**src/rtl/cdb_arbiter_if.sv**
```systemverilog
// cdb_arbiter_if: producer push lanes and the common data bus broadcast.
// master is the producer/listener side, slave is the arbiter side.
interface cdb_arbiter_if #(
    parameter int DATA_W = 32,
    parameter int TAG_W  = 4
);
    logic              alu_valid;
    logic [TAG_W-1:0]  alu_tag;
    logic [DATA_W-1:0] alu_data;
    logic              alu_full;

    logic              lsb_valid;
    logic [TAG_W-1:0]  lsb_tag;
    logic [DATA_W-1:0] lsb_data;
    logic              lsb_full;

    logic              br_valid;
    logic [TAG_W-1:0]  br_tag;
    logic [DATA_W-1:0] br_data;
    logic              br_full;

    logic              cdb_valid;
    logic [TAG_W-1:0]  cdb_tag;
    logic [DATA_W-1:0] cdb_data;
    logic [1:0]        cdb_src;

    modport master (
        output alu_valid, alu_tag, alu_data,
        output lsb_valid, lsb_tag, lsb_data,
        output br_valid, br_tag, br_data,
        input  alu_full, lsb_full, br_full,
        input  cdb_valid, cdb_tag, cdb_data, cdb_src
    );

    modport slave (
        input  alu_valid, alu_tag, alu_data,
        input  lsb_valid, lsb_tag, lsb_data,
        input  br_valid, br_tag, br_data,
        output alu_full, lsb_full, br_full,
        output cdb_valid, cdb_tag, cdb_data, cdb_src
    );
endinterface

```
**src/rtl/cdb_arbiter.sv**
```systemverilog
// cdb_arbiter: three producer FIFOs (0=ALU 1=LSB 2=Branch) feeding one
// registered common data bus, one round-robin pick per enabled cycle.
module cdb_arbiter #(
    parameter int DEPTH  = 2,
    parameter int DATA_W = 32,
    parameter int TAG_W  = 4
) (
    input  logic         clk,
    input  logic         rst,
    input  logic         rdy,
    input  logic         clear,
    cdb_arbiter_if.slave bus
);
    localparam int PW = (DEPTH > 1) ? $clog2(DEPTH) : 1;
    localparam int CW = $clog2(DEPTH + 1);
    localparam logic [CW-1:0] FULL_CNT = CW'(DEPTH);

    logic [TAG_W-1:0]  tag_mem  [3][DEPTH];
    logic [DATA_W-1:0] data_mem [3][DEPTH];
    logic [PW-1:0]     wr_ptr   [3];
    logic [PW-1:0]     rd_ptr   [3];
    logic [CW-1:0]     count    [3];
    logic [1:0]        rr_last;

    logic [2:0]        push_v;
    logic [2:0]        full;
    logic [2:0]        nonempty;
    logic [2:0]        push_ok;
    logic [2:0]        pop_ok;
    logic [TAG_W-1:0]  push_tag  [3];
    logic [DATA_W-1:0] push_data [3];
    logic [TAG_W-1:0]  head_tag  [3];
    logic [DATA_W-1:0] head_data [3];

    logic [1:0]        c0;
    logic [1:0]        c1;
    logic [1:0]        c2;
    logic [1:0]        win;
    logic              any;

    logic              cdb_valid_q;
    logic [TAG_W-1:0]  cdb_tag_q;
    logic [DATA_W-1:0] cdb_data_q;
    logic [1:0]        cdb_src_q;

    function automatic logic [1:0] rr_next(input logic [1:0] p);
        return (p == 2'd2) ? 2'd0 : p + 2'd1;
    endfunction

    // Map the named producer lanes onto producer-indexed arrays.
    always_comb begin
        push_v       = {bus.br_valid, bus.lsb_valid, bus.alu_valid};
        push_tag[0]  = bus.alu_tag;
        push_tag[1]  = bus.lsb_tag;
        push_tag[2]  = bus.br_tag;
        push_data[0] = bus.alu_data;
        push_data[1] = bus.lsb_data;
        push_data[2] = bus.br_data;
    end

    // Occupancy flags and FIFO heads as they stand before the edge.
    always_comb begin
        for (int i = 0; i < 3; i++) begin
            full[i]      = (count[i] == FULL_CNT);
            nonempty[i]  = (count[i] != '0);
            head_tag[i]  = tag_mem[i][rd_ptr[i]];
            head_data[i] = data_mem[i][rd_ptr[i]];
        end
    end

    assign bus.alu_full = full[0];
    assign bus.lsb_full = full[1];
    assign bus.br_full  = full[2];

    // Round-robin search starting after the last winner; push and pop enables.
    always_comb begin
        c0  = rr_next(rr_last);
        c1  = rr_next(c0);
        c2  = rr_next(c1);
        win = rr_last;
        any = 1'b1;
        if (nonempty[c0]) begin
            win = c0;
        end else if (nonempty[c1]) begin
            win = c1;
        end else if (nonempty[c2]) begin
            win = c2;
        end else begin
            any = 1'b0;
        end
        for (int i = 0; i < 3; i++) begin
            push_ok[i] = push_v[i] & ~full[i];
            pop_ok[i]  = any & (win == 2'(i));
        end
    end

    // Pointers and counts; a push into a full FIFO is simply dropped.
    always_ff @(posedge clk or negedge rst) begin
        if (!rst) begin
            for (int i = 0; i < 3; i++) begin
                wr_ptr[i] <= '0;
                rd_ptr[i] <= '0;
                count[i]  <= '0;
            end
        end else if (clear) begin
            for (int i = 0; i < 3; i++) begin
                wr_ptr[i] <= '0;
                rd_ptr[i] <= '0;
                count[i]  <= '0;
            end
        end else if (rdy) begin
            for (int i = 0; i < 3; i++) begin
                if (push_ok[i]) wr_ptr[i] <= wr_ptr[i] + PW'(1);
                if (pop_ok[i])  rd_ptr[i] <= rd_ptr[i] + PW'(1);
                if (push_ok[i] && !pop_ok[i]) begin
                    count[i] <= count[i] + CW'(1);
                end else if (!push_ok[i] && pop_ok[i]) begin
                    count[i] <= count[i] - CW'(1);
                end
            end
        end
    end

    // Entry storage is not reset; the pointers decide which slots are live.
    always_ff @(posedge clk) begin
        if (rst && rdy && !clear) begin
            for (int i = 0; i < 3; i++) begin
                if (push_ok[i]) begin
                    tag_mem[i][wr_ptr[i]]  <= push_tag[i];
                    data_mem[i][wr_ptr[i]] <= push_data[i];
                end
            end
        end
    end

    // Registered one-cycle broadcast of the winning head; zeros when idle.
    always_ff @(posedge clk or negedge rst) begin
        if (!rst) begin
            cdb_valid_q <= 1'b0;
            cdb_tag_q   <= '0;
            cdb_data_q  <= '0;
            cdb_src_q   <= 2'd0;
            rr_last     <= 2'd2;
        end else if (clear) begin
            cdb_valid_q <= 1'b0;
            cdb_tag_q   <= '0;
            cdb_data_q  <= '0;
            cdb_src_q   <= 2'd0;
            rr_last     <= 2'd2;
        end else if (rdy) begin
            cdb_valid_q <= any;
            cdb_tag_q   <= any ? head_tag[win]  : '0;
            cdb_data_q  <= any ? head_data[win] : '0;
            cdb_src_q   <= any ? win : 2'd0;
            if (any) rr_last <= win;
        end
    end

    assign bus.cdb_valid = cdb_valid_q;
    assign bus.cdb_tag   = cdb_tag_q;
    assign bus.cdb_data  = cdb_data_q;
    assign bus.cdb_src   = cdb_src_q;
endmodule
```
**src/flat_wrapper.sv**
```systemverilog
// flat-port wrapper written by rule: the top's interface ports become plain ports
module cdb_arbiter_flat 
#(
    parameter int DEPTH  = 2,
    parameter int DATA_W = 32,
    parameter int TAG_W  = 4
)
  (clk, rst, rdy, clear, bus_alu_valid, bus_alu_tag, bus_alu_data, bus_lsb_valid, bus_lsb_tag, bus_lsb_data, bus_br_valid, bus_br_tag, bus_br_data, bus_alu_full, bus_lsb_full, bus_br_full, bus_cdb_valid, bus_cdb_tag, bus_cdb_data, bus_cdb_src);
  cdb_arbiter_if #(.DATA_W(DATA_W), .TAG_W(TAG_W)) bus_i ();
  input  logic clk;
  input  logic rst;
  input  logic rdy;
  input  logic clear;
  input wire logic [$bits(bus_i.alu_valid)-1:0] bus_alu_valid;
  input wire logic [$bits(bus_i.alu_tag)-1:0] bus_alu_tag;
  input wire logic [$bits(bus_i.alu_data)-1:0] bus_alu_data;
  input wire logic [$bits(bus_i.lsb_valid)-1:0] bus_lsb_valid;
  input wire logic [$bits(bus_i.lsb_tag)-1:0] bus_lsb_tag;
  input wire logic [$bits(bus_i.lsb_data)-1:0] bus_lsb_data;
  input wire logic [$bits(bus_i.br_valid)-1:0] bus_br_valid;
  input wire logic [$bits(bus_i.br_tag)-1:0] bus_br_tag;
  input wire logic [$bits(bus_i.br_data)-1:0] bus_br_data;
  output wire logic [$bits(bus_i.alu_full)-1:0] bus_alu_full;
  output wire logic [$bits(bus_i.lsb_full)-1:0] bus_lsb_full;
  output wire logic [$bits(bus_i.br_full)-1:0] bus_br_full;
  output wire logic [$bits(bus_i.cdb_valid)-1:0] bus_cdb_valid;
  output wire logic [$bits(bus_i.cdb_tag)-1:0] bus_cdb_tag;
  output wire logic [$bits(bus_i.cdb_data)-1:0] bus_cdb_data;
  output wire logic [$bits(bus_i.cdb_src)-1:0] bus_cdb_src;
  assign bus_i.alu_valid = bus_alu_valid;
  assign bus_i.alu_tag = bus_alu_tag;
  assign bus_i.alu_data = bus_alu_data;
  assign bus_i.lsb_valid = bus_lsb_valid;
  assign bus_i.lsb_tag = bus_lsb_tag;
  assign bus_i.lsb_data = bus_lsb_data;
  assign bus_i.br_valid = bus_br_valid;
  assign bus_i.br_tag = bus_br_tag;
  assign bus_i.br_data = bus_br_data;
  assign bus_alu_full = bus_i.alu_full;
  assign bus_lsb_full = bus_i.lsb_full;
  assign bus_br_full = bus_i.br_full;
  assign bus_cdb_valid = bus_i.cdb_valid;
  assign bus_cdb_tag = bus_i.cdb_tag;
  assign bus_cdb_data = bus_i.cdb_data;
  assign bus_cdb_src = bus_i.cdb_src;
  cdb_arbiter #(.DEPTH(DEPTH), .DATA_W(DATA_W), .TAG_W(TAG_W)) u_core (.clk(clk), .rst(rst), .rdy(rdy), .clear(clear), .bus(bus_i));
endmodule
```
**config.mk**
```make
export PLATFORM = sky130hd
export DESIGN_NAME = cdb_arbiter_flat
export DESIGN_NICKNAME = d
export VERILOG_FILES = /design/src/rtl/cdb_arbiter_if.sv /design/src/rtl/cdb_arbiter.sv /design/src/flat_wrapper.sv
export SDC_FILE = /design/constraint.sdc
export NUM_CORES = 1
export LEC_CHECK = 0
export BUFFER_PORTS_ARGS = -buffer_cell sky130_fd_sc_hd__buf_2
export CAP_MARGIN = 20
export CORE_MARGIN = 4
export CORE_UTILIZATION = 50
export CTS_BUF_LIST = sky130_fd_sc_hd__clkbuf_4
export DETAILED_ROUTE_END_ITERATION = 10
export HOLD_SLACK_MARGIN = 0.08
export PLACE_DENSITY = 0.68
export SETUP_SLACK_MARGIN = 0.5
export SYNTH_ARGS = -nofsm -noshare
export SYNTH_HDL_FRONTEND = slang
export SYNTH_SLANG_ARGS = --single-unit
```
**constraint.sdc**
```tcl
create_clock -name clk -period 4.1 [get_ports clk]
set_input_delay 0.41 -clock clk [delete_from_list [all_inputs] [get_ports clk]]
set_output_delay 0.41 -clock clk [all_outputs]
set_load 0.01 [all_outputs]
```
==> After elaboration in Yosys (flattened, before gate mapping) <==
Memory sizes are Yosys's and may differ from the RTL's.
Cells that the tools add are included.
W data, S select, Z words.
{ "classes": {"n_addsub": 15, "magnitude_cmp": 13, "n_eq_ne": 8, "mux": 95, "bitwise_logic": 16, "reduce_logical": 43} }
{ "op_table": {"columns": ["op", "n"], "rows": [
  ["$mux W32", 17],
  ["$mux W64", 3],
  ["$demux W32 S1", 3],
  ["$mux W4", 17],
  ["$bmux W32 S2", 1],
  ["$mux W2", 18],
  ["$mux W8", 3],
  ["$reduce_bool A2 Y1", 11],
  ["$mux W1", 20],
  ["$reduce_and A2 Y1", 10],
  ["$eq A2 B2 Y1 const B", 7],
  ["$add A2 B1 Y2 const B", 6],
  ["$demux W4 S1", 3],
  ["$ge A2 B2 Y1 const B", 6],
  ["$mux W3", 4],
  ["$mux W6", 2],
  ["$not A1 Y2", 6],
  ["$logic_and A1 B1 Y1", 11],
  ["$lt A2 B3 Y1 const B", 3],
  ["$reduce_bool A3 Y1", 3],
  ["$bmux W4 S2", 1],
  ["$logic_not A1 Y1", 7],
  ["$add A1 B1 Y1 const B", 6],
  ["$and A1 B1 Y1", 6],
  ["other kinds (8)", 16]
]} }
{ "word_totals": {"register_bits": 53, "mem_bits_rw": 216, "out_inout_bits": 42, "word_cells": 206, "memories": 2} }
{ "memory_table": {"columns": ["memory", "words", "width", "rd", "rd_ports_with_merged_regs", "wr", "line", "rtl"], "rows": [
  ["u_core.data_mem", 3, 64, 3, 0, 3, "cdb_arbiter.sv:19", "logic [DATA_W-1:0] data_mem [3][DEPTH];"],
  ["u_core.tag_mem", 3, 8, 3, 0, 3, "cdb_arbiter.sv:18", "logic [TAG_W-1:0] tag_mem [3][DEPTH];"]
]} }

==> Logic depth before layout (Yosys ltp) <==
Gate-level depths: netlist of run 1.
{ "logic_depth": {"ltp_word": 18, "ltp_mapped": 7, "ltp_nobuf": 4} }

==> Worst setup path before layout of run 1 <==
Ideal clock, no wire load.
{ "synth_timing": {"kind": "in2reg", "start": "in clear", "end": "mem u_core.data_mem[0][0] (netlist bit) (enable)", "setup_time_ns": 0.429, "t_arrival_ns": 2.556, "required_ns": 3.671, "setup_slack_ns": 1.115, "path_stages": 5, "path_buffers": 1, "cell_sequence": "clkbuf_1 -> nor2b_1 -> and2_1 -> nand3_1 -> nor2_1"} }
{ "synth_rtl": {"columns": ["element", "line", "rtl"], "rows": [
  ["start, declared", "flat_wrapper.sv:13", "input logic clear;"],
  ["end, declared", "cdb_arbiter.sv:19", null]
]} }

==> Worst setup path after layout of run 1 <==
{ "layout_timing": {"start": "reg u_core.rr_last[0]", "end": "reg u_core.cdb_data_q[28], in the netlist u_core.bus.cdb_data[28]"} }
{ "layout_between": {"elab_chain_cells": 18, "word_cells_on_any_way": 28} }
{ "layout_lines": {"columns": ["element", "line", "rtl"], "rows": [
  ["start, declared", "cdb_arbiter.sv:23", "logic [1:0] rr_last;"],
  ["start signal, assigned", "cdb_arbiter.sv:155", "if (any) rr_last <= win;"],
  ["$add A2 B1 Y2 or $eq A2 B2 Y1 (tied branches)", "cdb_arbiter.sv:47", "return (p == 2'd2) ? 2'd0 : p + 2'd1;"],
  ["$mux W2", "cdb_arbiter.sv:47", null],
  ["$add A2 B1 Y2 or $eq A2 B2 Y1 (tied branches)", "cdb_arbiter.sv:47", null],
  ["$mux W2", "cdb_arbiter.sv:47", null],
  ["$add A2 B1 Y2 or $eq A2 B2 Y1 (tied branches)", "cdb_arbiter.sv:47", null],
  ["$mux W2", "cdb_arbiter.sv:47", null],
  ["$bmux W1 S2", "cdb_arbiter.sv:86", "end else if (nonempty[c2]) begin"],
  ["$mux W1 (not written as such)", "cdb_arbiter.sv:86", null],
  ["$mux W2", "cdb_arbiter.sv:86", null],
  ["$mux W2", "cdb_arbiter.sv:84", "end else if (nonempty[c1]) begin"],
  ["$mux W2", "cdb_arbiter.sv:82", "if (nonempty[c0]) begin"],
  ["$not A2 Y3 (not written as such)", "cdb_arbiter.sv:153", "cdb_data_q <= any ? head_data[win] : '0;"],
  ["$bmux W32 S2", "cdb_arbiter.sv:153", null],
  ["$mux W32 (not written as such) (2 in series)", "cdb_arbiter.sv:153", null],
  ["$mux W32 (*)", "cdb_arbiter.sv:153", null],
  ["$mux W32 (*)", "cdb_arbiter.sv:150", "end else if (rdy) begin"],
  ["$mux W32 (*)", "cdb_arbiter.sv:144", "end else if (clear) begin"],
  ["end signal, assigned", "cdb_arbiter.sv:153", null],
  ["end, declared", "cdb_arbiter.sv:43", "logic [DATA_W-1:0] cdb_data_q;"]
]} }
Mark *: on every way between the ends. The rest lies on a longest branch, timed or not. The select of a mux whose other input is x is not followed.
A chain may end at the register's enable or synchronous reset.

==> reports/qor.csv, run 1 <==
stage,metric,value,unit
detailed_routing,M1 wire length,13500,µm
detailed_routing,initial DRC count,744,
global_route,vias in the first global route,8217,
floorplanning,chip height,161,µm
critical_path,crit path buf inv count,1,
yosys,Syn Area/Cell,14.3,µm²
flow_run,Max-Cap Viols,0,
detailed_routing,drt drc,0,
status,status,"complete, no violations",
sta,worst slew pin tran,1.08,ns
detailed_routing,met2 WL post-DR,13400,µm
sta,clock skew,0.0367,ns
power_and_ir_drop,Leak,5.31,nW
clocking,clk sinks,269,
critical_path,slack of the worst reg-to-reg path,1.11,ns
detailed_routing,Avg WL per Cell,20.4,µm
clocking,H-tree Lvls,3,
cells_and_area,Final nets,1212,
yosys,Synth Instances,818,
critical_path,slowest cell delay on critical path,1.07,ns
place,Buffers on Ports,156,
detailed_routing,First-pass DRT Iterations,5,
cells_and_area,Fillers,1790,
detailed_routing,vias per cell,5.73,
critical_path,Worst EP required,4.66,ns
yosys,Synth warnings,0,
sta,f_max,0.335,GHz
worst_hold_path,worst min path class,in2reg,
floorplanning,total core area,22800,µm²
yosys,#FFs+latches synth,269,
clocking,Worst-path clk slew,0.07,ns
floorplanning,row count,55,
sta,final hold viol count,0,
clocking,clock buffer depth,3,
sta,setup_tns,0,ns
detailed_routing,DRT Wirelength,29900,µm
global_route,largest net degree at the start of global routing,61,
cells_and_area,layout cell share with drive strength beyond 1,0.318,
sta,post-layout minimum cycle time,2.99,ns
sta,setup violators final,0,
sta,RSZ-0062 raised after global routing,false,
cells_and_area,"Core Util, Final",0.645,
power_and_ir_drop,maximum VDD drop,0.255,mV
yosys,Synth Cell Area,11700,µm²
global_route,final global-route overflow total,0,
yosys,Syn Nets,933,
floorplanning,DIE WIDTH,161,µm
critical_path,CP max stage cell,dfrtp_2,
power_and_ir_drop,Power per Cell Area,418,nW/µm²
detailed_routing,vias after detailed routing,8393,
yosys,predominant post-synthesis flop cell,edfxtp_1,
critical_path,CP endpoint kind,flop,
yosys,asr flop ratio synth,0.197,
yosys,sequential share of the synthesized area,0.668,
detailed_routing,DR top layer,met4,
global_route,total track usage,0.227,
sta,Tcrit/Tclk final,0.729,
clocking,CTS Root Cell,clkbuf_4,
floorplanning,initial core utilization,0.512,
critical_path,"Max FO, Critical Path",60,
clocking,CTS buffer count,69,
yosys,post-synthesis cell type count,65,
detailed_routing,Final ANT Viol Nets,0,
clocking,CTS tree,yes,
floorplanning,DIE AREA,25900,µm²
place,post-DP HPWL,19000,µm
cells_and_area,Area Overhead vs Synth,26.2,%
critical_path,CP cell instances,o21ba_2 -> a311oi_4 -> buf_4 -> o32ai_1 -> o21ai_1,
sta,Slew HR,0.283,
critical_path,crit start category,flop,
clocking,# resized after CTS,0,
critical_path,Top delay family on crit path,compound AO/OA/AOI/OAI gates,
global_route,initial antenna violation count,2,
detailed_routing,met3 wire len,2540,µm
sta,"Slew Viols, Final",0,
yosys,Post-synth EDFFs,216,
global_route,global-route wire length before repair,46100,µm
floorplanning,IO Pins,157,
critical_path,crit path DAT,3.54,ns
place,Placer Congestion,0.883,
critical_path,CP Class,reg2reg,
clocking,clk_lat worst skew,0.66,ns
## state kept, by name (all words and copies together), names as in the netlist
register,flops
u_core.rd_ptr,3
u_core.bus.cdb_src,2
u_core.bus.cdb_valid,1
u_core.wr_ptr,3
u_core.rr_last,2
u_core.tag_mem,24
u_core.bus.cdb_tag,4
u_core.count,6
u_core.bus.cdb_data,32
u_core.data_mem,192
## through the flow
step	setup WS, ns	hold slack [ns]	instances	total power [mW]	area (µm²)
6_report	1.11	0.155	1466	6.17	14700
3_3_place_gp	1.24	0.494	1228	3.77	12700
2_1_floorplan	1.11	0.114	818	3.53	11700
5_1_grt	0.982	0.138	1465	6.46	14700
3_5_place_dp	1.19	0.494	1229	3.78	12700
4_1_cts	1.15	0.109	1462	6.21	14700
## layer usage
metal / global-route usage / up-vias
met5: 0 / -
met2: 0.329 / 372
met3: 0.0611 / 35
li1: - / 3890
met4: 0.0624 / 0
met1: 0.341 / 4096
## Yosys cell counts (2+ instances only)
library cell,n,area share
a41oi_1,24,0.018
a31o_2,2,0.0015
nand3_1,31,0.013
inv_1,9,0.0029
a22oi_1,12,0.0077
mux2_2,47,0.045
o221ai_1,2,0.0015
dfrtp_1,52,0.11
o22ai_1,11,0.0059
nor2b_1,5,0.0027
o32ai_1,24,0.018
o21ai_0,13,0.0056
nand2_1,47,0.015
xnor2_1,3,0.0022
a21oi_1,21,0.0090
buf_2,21,0.0090
buf_6,3,0.0029
edfxtp_1,216,0.55
o211ai_1,25,0.016
and2_1,2,0.0011
clkbuf_1,43,0.014
buf_1,4,0.0013
xor2_1,2,0.0015
a211oi_1,2,0.0013
nor2_1,28,0.0090
or2_2,2,0.0011
o31ai_1,11,0.0071
a32oi_1,35,0.026
nand2b_1,2,0.0011
o21ba_2,2,0.0017
o21ai_1,20,0.0086
a311oi_1,2,0.0015
o21a_1,3,0.0019
mux2i_1,61,0.052
## worst reg2reg max path: stages, from the launching register on
cell and delay (ns):
dfrtp_2 1.07, o21ba_2 0.31, a311oi_4 0.82, buf_4 0.38
o32ai_1 0.14, o21ai_1 0.19
## final timing paths
path,start,to,depth (start not counted)
hold reg to reg,u_core.bus.cdb_data[6],u_core.bus.cdb_data[6],2
hold / removal,bus_alu_valid,u_core.count[5],3
min in group asynchronous,rst,u_core.bus.cdb_data[10],3
max in group asynchronous,rst,u_core.rd_ptr[2],3
setup reg to reg,u_core.rr_last[0],u_core.bus.cdb_data[28],5
setup / recovery,u_core.rr_last[0],u_core.bus.cdb_data[28],5
## power by group
part | switching [mW] | total [mW] | internal [mW]
sequential | 0.0860 | 3.11 | 3.02
clock | 1.05 | 2.36 | 1.30
combinational | 0.396 | 0.705 | 0.308
total | 1.53 | 6.17 | 4.64
## what timing repair did
item                                   4_1_cts  5_1_grt
setup buffers                                0        0
endpoints found under the hold margin      268        0
hold buffers                               109        0
## cells by family after synthesis
family,count (synthesis),synth area share
compound gates,223,0.144
xor+xnor,5,0.00375
buf+inv,82,0.0309
flops,269,0.668
mux,109,0.0985
simple gates,130,0.0541
## placed cells by master (no fill, tap or decap), drive strengths merged, types with 22 or more instances in the layout
cell type / count
nand3: 31
a32oi: 35
nor2: 29
clkbuf: 113
o211ai: 25
buf: 172
mux2: 48
o32ai: 24
dlygate4sd3: 109
edfxtp: 216
o21ai: 34
a41oi: 24
nand2: 47
dfrtp: 52
mux2i: 61
a21oi: 22
## final cells by class
type / instances / area (µm²) / area share
Clock buffer: 113 / 848 / 0.0575
Clock inverter: 11 / 68.8 / 0.00467
Antenna cell: 3 / 7.51 / 0.000509
Timing Repair Buffer: 281 / 2010 / 0.136
Sequential cell: 269 / 7820 / 0.530
Multi-Input combinational cell: 467 / 3570 / 0.242
Inverter: 9 / 33.8 / 0.00229
Tap cell: 313 / 392 / 0.0266
No activity file was read; power rests on OpenSTA's default activity.
==> inputs of run 2 (changes only) <==
Settings changed: ABC_AREA set to 1.
Clock period 4.1 ns to 3 ns, I/O delays scaled along.
==> run 2 against run 1 <==
  * Via count shrank 7.7%
  * Worst hold slack better by 0.044 ns
  * Utilization up 2.5 points
  * Sequential share of layout area grew 2.1 points
  * Maximum frequency rose by 28%
  * Clock-buffer cell count down 7
  * Critical endpoint is now u_core.bus.cdb_data[20]
==> reports/qor.csv, run 2 <==
stage,metric,value,unit
cells_and_area,most frequent cells in the layout,"216 x edfxtp_1, 156 x buf_2, 151 x nand2_1, 111 x dlygate4sd3_1, 107 x clkbuf_4",
critical_path,crit path buf inv count,1,
clocking,H-tree Lvls,3,
floorplanning,total core area,21200,µm²
cells_and_area,number of flip-flops in the largest register,192,
sta,setup violators final,0,
detailed_routing,vias after detailed routing,7746,
sta,Tcrit/Tclk final,0.779,
critical_path,Most common cell on crit path,nand2_1,
detailed_routing,vias per cell,5.21,
detailed_routing,DRT Wirelength,27200,µm
sta,final worst slack,0.662,ns
worst_hold_path,worst min path class,in2reg,
detailed_routing,initial DRC count,431,
cells_and_area,Area Overhead vs Synth,30.7,%
power_and_ir_drop,Total Power,13.1,mW
sta,f_max,0.428,GHz
yosys,Post-synth EDFFs,216,
place,Placer Congestion,0.829,
yosys,Synth warnings,0,
cells_and_area,post-route cell area,14200,µm²
sta,worst hold slack,0.199,ns
critical_path,Top delay family on crit path,simple AND/OR/NAND/NOR gates,
critical_path,slowest cell delay on critical path,0.62,ns
yosys,Yosys top cell area share,0.598,
critical_path,CP max stage cell,dfstp_2,
floorplanning,initial core utilization,0.513,
floorplanning,chip height,155,µm
detailed_routing,drt drc,0,
cells_and_area,Non-Filler Instances,1488,
yosys,post-synthesis cell type count,32,
clocking,clock buffer depth,3,
yosys,Post-synth top cells,"216 x edfxtp_1, 152 x nand2_1, 82 x nor2_1, 61 x mux2i_1, 52 x dfrtp_1",
clocking,Worst-path clk slew,0.07,ns
sta,"Slew Viols, Final",0,
yosys,#FFs+latches synth,269,
global_route,global-route wire length before repair,42400,µm
global_route,initial antenna violation count,2,
floorplanning,DIE WIDTH,155,µm
critical_path,CP endpoint kind,flop,
clocking,CTS tree,yes,
place,DP Worst Slack,0.617,ns
sta,RSZ-0062 raised after global routing,false,
floorplanning,row count,53,
sta,setup_tns,0,ns
cells_and_area,layout cell share with drive strength beyond 1,0.288,
detailed_routing,First-pass DRT Iterations,7,
sta,Slew HR,0.498,
cells_and_area,"commonest non-fill, non-tap cell in the layout",edfxtp_1,
sta,clock skew,0.0341,ns
place,post-DP HPWL,16800,µm
yosys,Synth Cell Area,10900,µm²
status,status,"complete, no violations",
cells_and_area,"Core Util, Final",0.670,
power_and_ir_drop,Leak,5.75,nW
power_and_ir_drop,maximum VDD drop,0.559,mV
clocking,CTS buffer count,70,
yosys,sequential share of the synthesized area,0.720,
yosys,predominant post-synthesis flop cell,edfxtp_1,
floorplanning,DIE AREA,24100,µm²
critical_path,CP cell instances,nor2_1 -> nand2_1 -> nand3_1 -> nand3_2 -> nand2_4 -> nor2_4 -> buf_4 -> a22oi_1 -> nand2_1 -> nand2_1,
global_route,vias in the first global route,7869,
yosys,Synth Instances,829,
sta,post-layout minimum cycle time,2.34,ns
global_route,largest net degree at the start of global routing,54,
place,# placed instances,1247,
sta,worst slew pin tran,0.753,ns
cells_and_area,Final nets,1271,
detailed_routing,Final ANT Viol Nets,0,
critical_path,crit path DAT,2.87,ns
global_route,total track usage,0.227,
yosys,Syn Area/Cell,13.1,µm²
global_route,final global-route overflow total,0,
critical_path,CP Class,reg2reg,
yosys,asr flop ratio synth,0.197,
power_and_ir_drop,Power per Cell Area,921,nW/µm²
critical_path,crit start category,flop,
yosys,Syn Nets,944,
floorplanning,IO Pins,157,
clocking,clk_lat worst skew,0.66,ns
detailed_routing,Avg WL per Cell,18.3,µm
clocking,CTS Root Cell,clkbuf_4,
sta,final hold viol count,0,
place,"Cell Area, Placed",12100,µm²
yosys,ranking of synthesized cells by area,"edfxtp_1 60%, dfrtp_1 12%, mux2i_1 5.6%",
clocking,clk sinks,269,
place,Buffers on Ports,156,
yosys,Yosys top cell by area,edfxtp_1,
yosys,most numerous cell in the Yosys netlist,edfxtp_1,
flow_run,Max-Cap Viols,0,
critical_path,"Max FO, Critical Path",24,
critical_path,Worst EP required,3.53,ns
-- run 2: cells by family (layout without fill, tap and decap cells) --
group,Yosys count,in the layout,share of synthesized area
AOI/OAI and AO/OA,122,122,0.0708
buffers and inverters,66,448,0.0271
DFF,269,269,0.720
muxes,61,61,0.0563
other,0,2,0
and+or+nand+nor,311,311,0.126
-- run 2: repair_timing --
action / 4_1_cts / 5_1_grt
resized for setup: 0 / 1
hold buffers: 111 / 0
buffers inserted: 0 / 0
setup endpoints to repair: 0 / 11
hold endpoints to repair: 274 / 0
-- run 2: cell type report --
cell class / instances / area [µm²]
multi-input cells: 494 / 2820
diodes: 2 / 5.00
clock inverters: 21 / 166
clock buffers: 106 / 796
well taps: 275 / 344
fillers: 1552 / 6970
repair buffers: 294 / 2130
flip-flops and latches: 269 / 7820
inverters: 27 / 101
-- run 2: tightest hold or removal path, delay by kind of cell --
| kind | cells | cell delay [ns] |
|---|---|---|
| compound gates | 2 | 0.17 |
| buf+inv | 3 | 0.35 |
-- run 2: routing by layer --
metal / track usage / vias to the layer above / part of all wire
met2: 0.366 / 288 / 0.50
met1: 0.304 / 3723 / 0.42
met4: 0.0796 / 0 / 0.022
met3: 0.0517 / 49 / 0.064
li1: - / 3686 / -
met5: 0 / - / 0
-- run 2: final timing paths --
kind | start | endpoint | slack [ns] | cells after the start
setup / recovery | u_core.rr_last[1] | u_core.bus.cdb_data[20] | 0.66 | 10
hold reg to reg | u_core.bus.cdb_data[28] | u_core.bus.cdb_data[28] | 0.48 | 2
setup reg to reg | u_core.rr_last[1] | u_core.bus.cdb_data[20] | 0.66 | 10
min in group asynchronous | rst | u_core.count[1] | 0.40 | 3
hold / removal | bus_alu_valid | u_core.wr_ptr[2] | 0.20 | 5
max in group asynchronous | rst | u_core.rd_ptr[1] | 2.06 | 3
-- run 2: power by group --
part | switching [mW] | leakage [nW] | internal [mW] | total (mW)
Sequential | 0.365 | 2.65 | 4.42 | 4.78
Combinational | 3.17 | 2.55 | 1.78 | 4.95
Clock | 1.45 | 0.558 | 1.88 | 3.33
==> inputs of run 3 (changes only) <==
Settings changed: PLACE_DENSITY 0.68 to 0.71.
Clock period 3 ns to 2.05 ns, I/O delays scaled along.
==> run 3 against run 2 <==
  * The run now ends with setup timing left
  * Sequential share of layout area fell by 7.6 points
  * Clock skew rose by 0.019 ns
  * Non-clock buffer count rose by 103
  * Setup slack got worse by 0.80 ns
  * Flip-flop and latch count did not move
  * Combinational power rose to 3.0 times the previous value
  * Die area did not move
  * Global-route usage rose by 3.0 points
  * Critical endpoint is now u_core.bus.cdb_tag[2]
  * Largest cell class unchanged
  * Largest power group unchanged
==> reports/qor.csv, run 3 (synthesis results as in run 2) <==
stage,metric,value,unit
sta,Tcrit/Tclk final,1.07,
status,violated checks,setup timing,
critical_path,Worst EP required,2.66,ns
critical_path,crit path DAT,2.80,ns
floorplanning,DIE WIDTH,155,µm
cells_and_area,Final nets,1378,
clocking,clk sinks,269,
global_route,initial antenna violation count,2,
critical_path,CP endpoint kind,flop,
floorplanning,initial core utilization,0.513,
cells_and_area,"commonest non-fill, non-tap cell in the layout",edfxtp_1,
floorplanning,IO Pins,157,
clocking,clock buffer depth,3,
sta,"Slew Viols, Final",0,
cells_and_area,register area,7820,µm²
clocking,CTS tree,yes,
cells_and_area,number of flip-flops in the largest register,192,
floorplanning,total core area,21200,µm²
power_and_ir_drop,Power per Cell Area,1620,nW/µm²
clocking,CTS Root Cell,clkbuf_4,
detailed_routing,First-pass DRT Iterations,6,
sta,worst hold slack,0.242,ns
place,post-DP HPWL,17300,µm
detailed_routing,Final ANT Viol Nets,0,
global_route,global-route wire length before repair,47200,µm
detailed_routing,Avg WL per Cell,22.2,µm
clocking,CTS buffer count,71,
sta,clock skew,0.0531,ns
sta,post-layout minimum cycle time,2.19,ns
clocking,H-tree Lvls,3,
global_route,final global-route overflow total,0,
detailed_routing,vias after detailed routing,8913,
cells_and_area,post-route cell area,16400,µm²
floorplanning,chip height,155,µm
power_and_ir_drop,Gate power share,0.555,
sta,setup violators final,42,
place,Buffers on Ports,156,
place,DP Worst Slack,-0.418,ns
cells_and_area,Fillers,1169,
worst_hold_path,worst min path class,in2reg,
power_and_ir_drop,Int Pwr,16.0,mW
status,status,"complete, but fails checks",
power_and_ir_drop,Leak,6.63,nW
critical_path,CP Class,reg2reg,
floorplanning,DIE AREA,24100,µm²
sta,worst slew pin tran,0.790,ns
detailed_routing,DRT Wirelength,35400,µm
global_route,vias in the first global route,8763,
sta,final worst slack,-0.139,ns
place,"Cell Area, Placed",12600,µm²
global_route,largest net degree at the start of global routing,54,
power_and_ir_drop,Psw,10.7,mW
power_and_ir_drop,clock power share,0.187,
flow_run,Max-Cap Viols,0,
power_and_ir_drop,maximum VDD drop,0.957,mV
sta,final hold viol count,0,
detailed_routing,vias per cell,5.59,
global_route,total track usage,0.257,
sta,Slew HR,0.474,
cells_and_area,"Core Util, Final",0.777,
place,Placer Congestion,0.920,
power_and_ir_drop,Switching Fraction,0.401,
sta,RSZ-0062 raised after global routing,true,
critical_path,crit start category,flop,
cells_and_area,layout cell share with drive strength beyond 1,0.442,
cells_and_area,Area Overhead vs Synth,51.5,%
clocking,Worst-path clk slew,0.07,ns
detailed_routing,drt drc,0,
cells_and_area,most frequent cells in the layout,"216 x edfxtp_1, 153 x buf_2, 130 x nand2_1, 114 x dlygate4sd3_1, 112 x clkbuf_4",
power_and_ir_drop,Seq pwr share,0.258,
cells_and_area,multi-input logic area,3520,µm²
floorplanning,row count,53,
sta,f_max,0.457,GHz
detailed_routing,initial DRC count,1135,
critical_path,"Max FO, Critical Path",7,
clocking,clk_lat worst skew,0.70,ns
run 3: cell count changes in the layout (fill, tap and decap cells not counted), moves of 10 or more:
cell	previous run	this run
nand3_1	28	10
nor2_4	4	14
nand2_1	151	130
a21oi_1	36	7
nor2_1	81	70
a22oi_2	0	18
buf_6	0	37
nand3_2	2	17
nand2_2	4	14
a22oi_1	25	7
buf_4	23	48
o21ai_0	18	5
a21oi_2	0	28
buf_12	3	24
run 3: worst paths after layout:
kind                       slack [ns]  cells after the start               startpoint                 endpoint
max in group asynchronous        1.11                      3                      rst   u_core.bus.cdb_data[5]
max reg2reg                     -0.14                     15        u_core.rr_last[1]    u_core.bus.cdb_tag[2]
min                              0.24                      3                    clear         u_core.rd_ptr[2]
min in group asynchronous        0.37                      3                      rst         u_core.rd_ptr[2]
max                             -0.14                     15        u_core.rr_last[1]    u_core.bus.cdb_tag[2]
min reg2reg                      0.48                      2  u_core.bus.cdb_data[29]  u_core.bus.cdb_data[29]
run 3: cell type report:
cell class	instances	area share
Inverter	27	0.00685
Timing Repair Buffer	397	0.223
Tap cell	275	0.0209
Clock inverter	16	0.00738
Sequential cell	269	0.475
Multi-Input combinational cell	496	0.214
Clock buffer	112	0.0511
Antenna cell	1	0.000152
Timing Repair inverter	1	0.000457
run 3: worst max-delay path, cell delays in order, from the launching register on:
cell and delay, ns:
dfstp_2 0.56, buf_6 0.12, buf_6 0.10, o21ai_2 0.05
nand2_1 0.10, nand2_2 0.08, nand2_2 0.07, nand2_2 0.07
nand2_4 0.11, buf_12 0.13, buf_16 0.14, buf_8 0.14
o211ai_1 0.10, a21oi_1 0.20, nand2_1 0.07, nand2_1 0.07
run 3: repair_timing:
action | 4_1_cts | 5_1_grt
hold buffers | 115 | 0
resized for setup | 78 | 103
endpoints found under the hold margin | 288 | 0
pin swaps | 33 | 63
gates cloned | 7 | 12
endpoints found under the setup margin | 82 | 269
buffers inserted | 36 | 25
run 3: through the flow:
stage               TNS (ns)  power, mW  cells
finish                 -2.38       26.7   1594
floorplan                  0       12.8    829
detailed placement    -14.41       15.0   1270
global placement      -12.11       14.9   1270
global route           -5.36       27.7   1594
CTS                        0       24.0   1556
run 3: routing by layer:
layer,part of all wire,track usage,vias to the layer above
met2,0.49,0.433,598
met5,0.00020,0,-
met3,0.10,0.0595,118
met1,0.37,0.325,4280
met4,0.042,0.0967,2
li1,-,-,3915
run 3: power groups by stage:
stage	Sequential, mW	Combinational, mW	Clock [mW]
2_1_floorplan	7.03	5.80	0
3_3_place_gp	6.97	7.95	0
3_5_place_dp	6.96	8.08	0
4_1_cts	6.85	12.2	4.96
5_1_grt	6.92	15.4	5.40
6_report	6.89	14.8	4.99
